--- src/rtl/mem_channel_arbiter.sv ---
// N-channel TX arbiter and in-order RX reply router for memory_interface.
// Reply-bearing commands record their channel in a tag FIFO; RX strobes follow the FIFO head.
module mem_channel_arbiter #(
  parameter int NCH             = 2,
  parameter int IO_BITS         = 2,
  parameter int CMD_BITS        = 2,
  parameter int MAX_OUTSTANDING = 7,
  parameter int ARB_MODE        = 0,
  localparam int CW             = $clog2(NCH)
) (
  input  logic                    clk,
  input  logic                    reset,
  input  logic [NCH-1:0]          ch_cmd_valid,
  input  logic [NCH*CMD_BITS-1:0] ch_cmd,
  input  logic [NCH*IO_BITS-1:0]  ch_data,
  input  logic [NCH-1:0]          ch_reserve,
  input  logic [NCH-1:0]          ch_reply_wanted,
  output logic                    tx_command_valid,
  output logic [CMD_BITS-1:0]     tx_command,
  output logic [IO_BITS-1:0]      tx_data,
  input  logic                    tx_command_started,
  input  logic                    tx_active,
  input  logic                    tx_data_next,
  input  logic                    tx_done,
  input  logic                    rx_started,
  input  logic                    rx_active,
  input  logic                    rx_sbs_valid,
  input  logic                    rx_data_valid,
  input  logic                    rx_done,
  output logic [NCH-1:0]          ch_tx_command_started,
  output logic [NCH-1:0]          ch_tx_active,
  output logic [NCH-1:0]          ch_tx_data_next,
  output logic [NCH-1:0]          ch_tx_done,
  output logic [NCH-1:0]          ch_rx_started,
  output logic [NCH-1:0]          ch_rx_active,
  output logic [NCH-1:0]          ch_rx_sbs_valid,
  output logic [NCH-1:0]          ch_rx_data_valid,
  output logic [NCH-1:0]          ch_rx_done,
  output logic [CW-1:0]           tx_owner,
  output logic                    fifo_full,
  output logic                    fifo_empty,
  output logic                    rx_orphan
);

  localparam int PW   = (MAX_OUTSTANDING > 1) ? $clog2(MAX_OUTSTANDING) : 1;
  localparam int CNTW = $clog2(MAX_OUTSTANDING + 1);

  logic [CW-1:0]   owner_q, owner_d, rr_ptr_q, rr_ptr_d, sel;
  logic [CW-1:0]   tag_mem_q [MAX_OUTSTANDING];
  logic [PW-1:0]   wr_ptr_q, rd_ptr_q;
  logic [CNTW-1:0] count_q, count_d;
  logic            rx_orphan_q;
  logic [NCH-1:0]  req, owner_oh, head_oh;
  logic            owner_valid, owner_reply, push, pop, rx_any;

  function automatic logic [PW-1:0] ptr_inc(input logic [PW-1:0] p);
    return (p == PW'(MAX_OUTSTANDING - 1)) ? '0 : p + 1'b1;
  endfunction

  assign req = ch_cmd_valid | ch_reserve;

  // NOTE: every always_comb output gets a default first so no path leaves it unassigned (no latch).
  always_comb begin
    sel = owner_q;
    if (!ch_reserve[owner_q]) begin
      if (ARB_MODE == 0) begin
        for (int i = 0; i < NCH; i++)
          if (req[i]) sel = CW'(i);
      end else begin
        // Walk backwards so the channel closest to rr_ptr is the last (winning) assignment.
        for (int k = NCH - 1; k >= 0; k--) begin
          int idx;
          idx = int'(rr_ptr_q) + k;
          if (idx >= NCH) idx = idx - NCH;
          if (req[CW'(idx)]) sel = CW'(idx);
        end
      end
    end
  end

  // The next owner is also the live owner: frozen while a transaction occupies TX.
  assign owner_d  = tx_active ? owner_q : sel;
  assign tx_owner = owner_d;

  always_comb begin
    owner_valid = 1'b0;
    owner_reply = 1'b0;
    tx_command  = '0;
    tx_data     = '0;
    for (int i = 0; i < NCH; i++) begin
      if (owner_d == CW'(i)) begin
        owner_valid = ch_cmd_valid[i];
        owner_reply = ch_reply_wanted[i];
        tx_command  = ch_cmd[i*CMD_BITS +: CMD_BITS];
        tx_data     = ch_data[i*IO_BITS +: IO_BITS];
      end
    end
  end

  assign fifo_full        = (count_q == CNTW'(MAX_OUTSTANDING));
  assign fifo_empty       = (count_q == '0);
  assign tx_command_valid = owner_valid && !fifo_full;

  assign rx_any = rx_started | rx_sbs_valid | rx_data_valid | rx_done;
  assign pop    = rx_done && !fifo_empty;
  assign push   = tx_command_started && owner_reply && (!fifo_full || pop);

  assign owner_oh = {{(NCH-1){1'b0}}, 1'b1} << owner_d;
  assign head_oh  = fifo_empty ? '0 : ({{(NCH-1){1'b0}}, 1'b1} << tag_mem_q[rd_ptr_q]);

  assign ch_tx_command_started = {NCH{tx_command_started}} & owner_oh;
  assign ch_tx_active          = {NCH{tx_active}}          & owner_oh;
  assign ch_tx_data_next       = {NCH{tx_data_next}}       & owner_oh;
  assign ch_tx_done            = {NCH{tx_done}}            & owner_oh;
  assign ch_rx_started         = {NCH{rx_started}}         & head_oh;
  assign ch_rx_active          = {NCH{rx_active}}          & head_oh;
  assign ch_rx_sbs_valid       = {NCH{rx_sbs_valid}}       & head_oh;
  assign ch_rx_data_valid      = {NCH{rx_data_valid}}      & head_oh;
  assign ch_rx_done            = {NCH{rx_done}}            & head_oh;
  assign rx_orphan             = rx_orphan_q;

  always_comb begin
    rr_ptr_d = rr_ptr_q;
    if (tx_command_started)
      rr_ptr_d = (owner_d == CW'(NCH - 1)) ? '0 : owner_d + 1'b1;
    count_d = count_q;
    if (push && !pop)      count_d = count_q + CNTW'(1);
    else if (pop && !push) count_d = count_q - CNTW'(1);
  end

  // NOTE: sequential state uses non-blocking assignments so all registers update from pre-edge values.
  always_ff @(posedge clk) begin
    if (reset) begin
      owner_q     <= '0;
      rr_ptr_q    <= '0;
      wr_ptr_q    <= '0;
      rd_ptr_q    <= '0;
      count_q     <= '0;
      rx_orphan_q <= 1'b0;
    end else begin
      owner_q  <= owner_d;
      rr_ptr_q <= rr_ptr_d;
      count_q  <= count_d;
      if (push) wr_ptr_q <= ptr_inc(wr_ptr_q);
      if (pop)  rd_ptr_q <= ptr_inc(rd_ptr_q);
      if (rx_any && fifo_empty) rx_orphan_q <= 1'b1;
    end
  end

  // NOTE: tag storage is not reset; an entry is only read after being written, guarded by count_q.
  always_ff @(posedge clk) begin
    if (push) tag_mem_q[wr_ptr_q] <= owner_d;
  end

endmodule

--- config.mk ---
export PLATFORM = sky130hd
export DESIGN_NAME = mem_channel_arbiter
export DESIGN_NICKNAME = d
export VERILOG_FILES = /design/src/rtl/mem_channel_arbiter.sv
export SDC_FILE = /design/constraint.sdc
export NUM_CORES = 1
export LEC_CHECK = 0
export BUFFER_PORTS_ARGS = -buffer_cell sky130_fd_sc_hd__buf_2
export CELL_PAD_IN_SITES_DETAIL_PLACEMENT = 0
export CELL_PAD_IN_SITES_GLOBAL_PLACEMENT = 1
export CORE_UTILIZATION = 31
export DETAILED_ROUTE_END_ITERATION = 8
export PLACE_DENSITY = 0.74
export SETUP_SLACK_MARGIN = 0.02
export SLEW_MARGIN = 15
export SYNTH_ARGS = -nofsm -noshare
export SYNTH_HDL_FRONTEND = slang
export SYNTH_SLANG_ARGS = --single-unit
--- constraint.sdc ---
create_clock -name clk -period 2.5 [get_ports clk]
set_input_delay 0.375 -clock clk [delete_from_list [all_inputs] [get_ports clk]]
set_output_delay 0.375 -clock clk [all_outputs]
set_load 0.05 [all_outputs]
==> flow_summary_export.csv <==
group,metric,value,unit
outcome,status,"complete, no violations",
placed_design,routabilityCongestion,0.721,
synthesis,yosysTopAreaCellShare,22.8,%
worst_setup_path,path_max_fanout,10,
global_route,grt_start_max_net_pins,15,
cells_and_area,final_area,0.00164,sq mm
clock_network,root_buffer,"clkbuf_8",
drt,final_antenna_net_count,0,
synthesis,syn_avg_cell_area,9.18,sq um
pwr,peakVddDrop,0.266,mV
cells_and_area,area_growth,33.2,%
cells_and_area,fin_cells,238,
worst_setup_path,end_kind,"output pin",
flow_run,drv_cap,0,
sta,fin_skew,0.00250,ns
synthesis,synthCells,134,
synthesis,async_reset_ff_share,0,%
global_route,grt_pass1_vias,1031,
floorplanning,start_util,32.9,%
worst_setup_path,reg2reg_slack,0.19,ns
sta,min_period,2.34,ns
synthesis,ys.flop_type,"dfxtp_1",
sta,final_max_slew_viol_count,0,
synthesis,yosysWarnings,0,
floorplanning,io_pins,52,
synthesis,synth.most_common_cell,"nand2_1",
worst_setup_path,crit_path_cell_trace,"nand2b_1, o32a_4, and2_1, buf_4, clkinvlp_4, nand2_1, a21oi_2, clkbuf_4",
synthesis,ys_types,44,
floorplanning,core_area,0.00374,sq mm
placed_design,hpwlAfterDp,2110,microns
synthesis,synth_top_area_cell,"dfxtp_1",
clock_network,cts-htree-levels,1,
sta,fin_ws,0.162,ns
worst_setup_path,cpMaxStageDelayCell,"dfxtp_1",
global_route,grt_usage,14.0,%
pwr,total_power,1.52,mW
hold_path,min_path_type,"input pin to flop",
pwr,p_leak,0.757,nW
sta,tns,0,ns
worst_setup_path,critical_path_arrival,1.96,ns
placed_design,placed_cell_area,0.00158,sq mm
sta,finalCritPeriodShare,93.5,%
cells_and_area,fin_nets,218,
synthesis,syn_area,0.00123,sq mm
clock_network,cts_sinks,21,
clock_network,cts_tree,"done",
synthesis,synth_area_leaders,"dfxtp_1 23%, edfxtp_1 17%, nand2_1 5.8%",
drt,firstDrtPassIters,4,
worst_setup_path,required,2.12,ns
floorplanning,die_w,65.0,microns
global_route,grt_pass1_wl,4550,microns
synthesis,yosysSeqAreaShare,39.9,%
floorplanning,placement_rows,22,
cells_and_area,postLayoutCoreUtil,43.8,%
placed_design,io_buffers,51,
clock_network,cts.path.max_buffers,2,
sta,max_freq,0.428,GHz
floorplanning,die_h,65.0,microns
worst_setup_path,crit_path_max_incr_delay,0.40,ns
drt,routed_wl,2680,microns
synthesis,synth_enable_flop_cells,7,
global_route,grt.overflow.total,0,
sta,worst_hold_slack,0.441,ns
global_route,antenna_found_initial,0,
synthesis,ys_ff_latch,21,
clock_network,cts_inserted_buffers,3,
synthesis,syn_nets,161,
floorplanning,dieArea,0.00422,sq mm
pwr,power.density,928,mW/mm^2
cells_and_area,antennaDiodeCount,0,
drt,drc,0,
cells_and_area,nFillCells,390,
clock_network,worstSkewPairLatency,0.26,ns
sta,final-hold-violation-count,0,
placed_design,placed_cells,234,
drt,via_per_inst,4.78,
drt,wl_per_cell,11.3,microns
sta,setup_viol,0,
drt,via_count,1138,
sta,slew_headroom,76.0,%
clock_network,clkTransAtPathRegs,0.08,ns
drt,drt_iter0_markers,18,
cells_and_area,drive_above_1_share,41.6,%
worst_setup_path,crit_path_start_kind,"flop",
worst_setup_path,criticalPathCategory,"flop to output pin",
sta,rsz0062_at_grt,"false",
sta,worst-slew-pin-transition,0.360,ns
placed_design,place_ws,0.0147,ns
synthesis,netlist_top_cells_count,"19 x nand2_1, 14 x dfxtp_1, 14 x nor2_1",
[worst max-delay path: cells and delay by family (launching register included)]
| kind | cells | cell delay, ns |
|---|---|---|
| compound gates | 2 | 0.37 |
| buf+inv | 3 | 0.58 |
| flops | 1 | 0.40 |
| simple gates | 3 | 0.34 |
[per-layer routing]
metal / track usage, % / share of wire, % / vias to the layer above
li1: - / - / 588
met1: 17.4 / 48 / 487
met2: 23.0 / 43 / 58
met3: 1.94 / 7.1 / 5
met4: 7.50 / 2.2 / 0
met5: 0 / 0 / -
[cell usage in the layout (no fill, tap or decap), drive strengths merged, types with 4 or more instances in the layout]
| master | synthesis | final |
|---|---|---|
| buf | 2 | 58 |
| nand2 | 19 | 19 |
| nor2 | 14 | 14 |
| nor3 | 5 | 5 |
| mux2i | 4 | 4 |
| dfxtp | 14 | 14 |
| edfxtp | 7 | 7 |
| and2 | 6 | 6 |
| mux2 | 4 | 4 |
| clkbuf | 4 | 4 |
| a21oi | 6 | 6 |
| and3 | 10 | 10 |
| inv | 4 | 4 |
[final timing paths]
check | from | endpoint | depth (start not counted)
worst max-delay path | owner_q | tx_command_valid | 8
worst max register to register | count_q[0] | count_q[2] | 9
worst min-delay path | reset | rx_orphan | 2
worst min register to register | rx_orphan | rx_orphan | 2
[where the power goes]
group	internal, mW	total, mW	switching [mW]
Combinational	0.259	0.828	0.570
Sequential	0.407	0.466	0.0582
Clock	0.113	0.225	0.113
Total	0.779	1.52	0.741
[layout make-up]
| class | count | area (sq um) | share of cell area, % |
|---|---|---|---|
| clock inverter | 1 | 7.51 | 0.458 |
| timing repair buffer | 59 | 318 | 19.4 |
| multi-input combinational | 101 | 698 | 42.6 |
| sequential | 21 | 490 | 29.9 |
| inverter | 5 | 22.5 | 1.38 |
| clock buffer | 3 | 41.3 | 2.52 |
| tap | 48 | 60.1 | 3.67 |
[cell families (layout without fill, tap and decap cells)]
| group | Yosys count | after routing | synth area share [%] |
|---|---|---|---|
| XOR/XNOR | 2 | 2 | 1.42 |
| flip-flops | 21 | 21 | 39.9 |
| AND/OR/NAND/NOR | 70 | 70 | 30.0 |
| buffers and inverters | 12 | 68 | 5.29 |
| multiplexers | 9 | 9 | 9.36 |
| AO/OA/AOI/OAI | 18 | 18 | 11.4 |
| adder cells (fa/ha/maj) | 2 | 2 | 2.64 |
[what timing repair did]
action	CTS	global route
endpoints found under the setup margin	0	6
buffers inserted	0	0
endpoints found under the hold margin	0	0
hold buffers	0	0
resized for setup	0	3
Note: power is estimated with default switching activity, not from simulation.
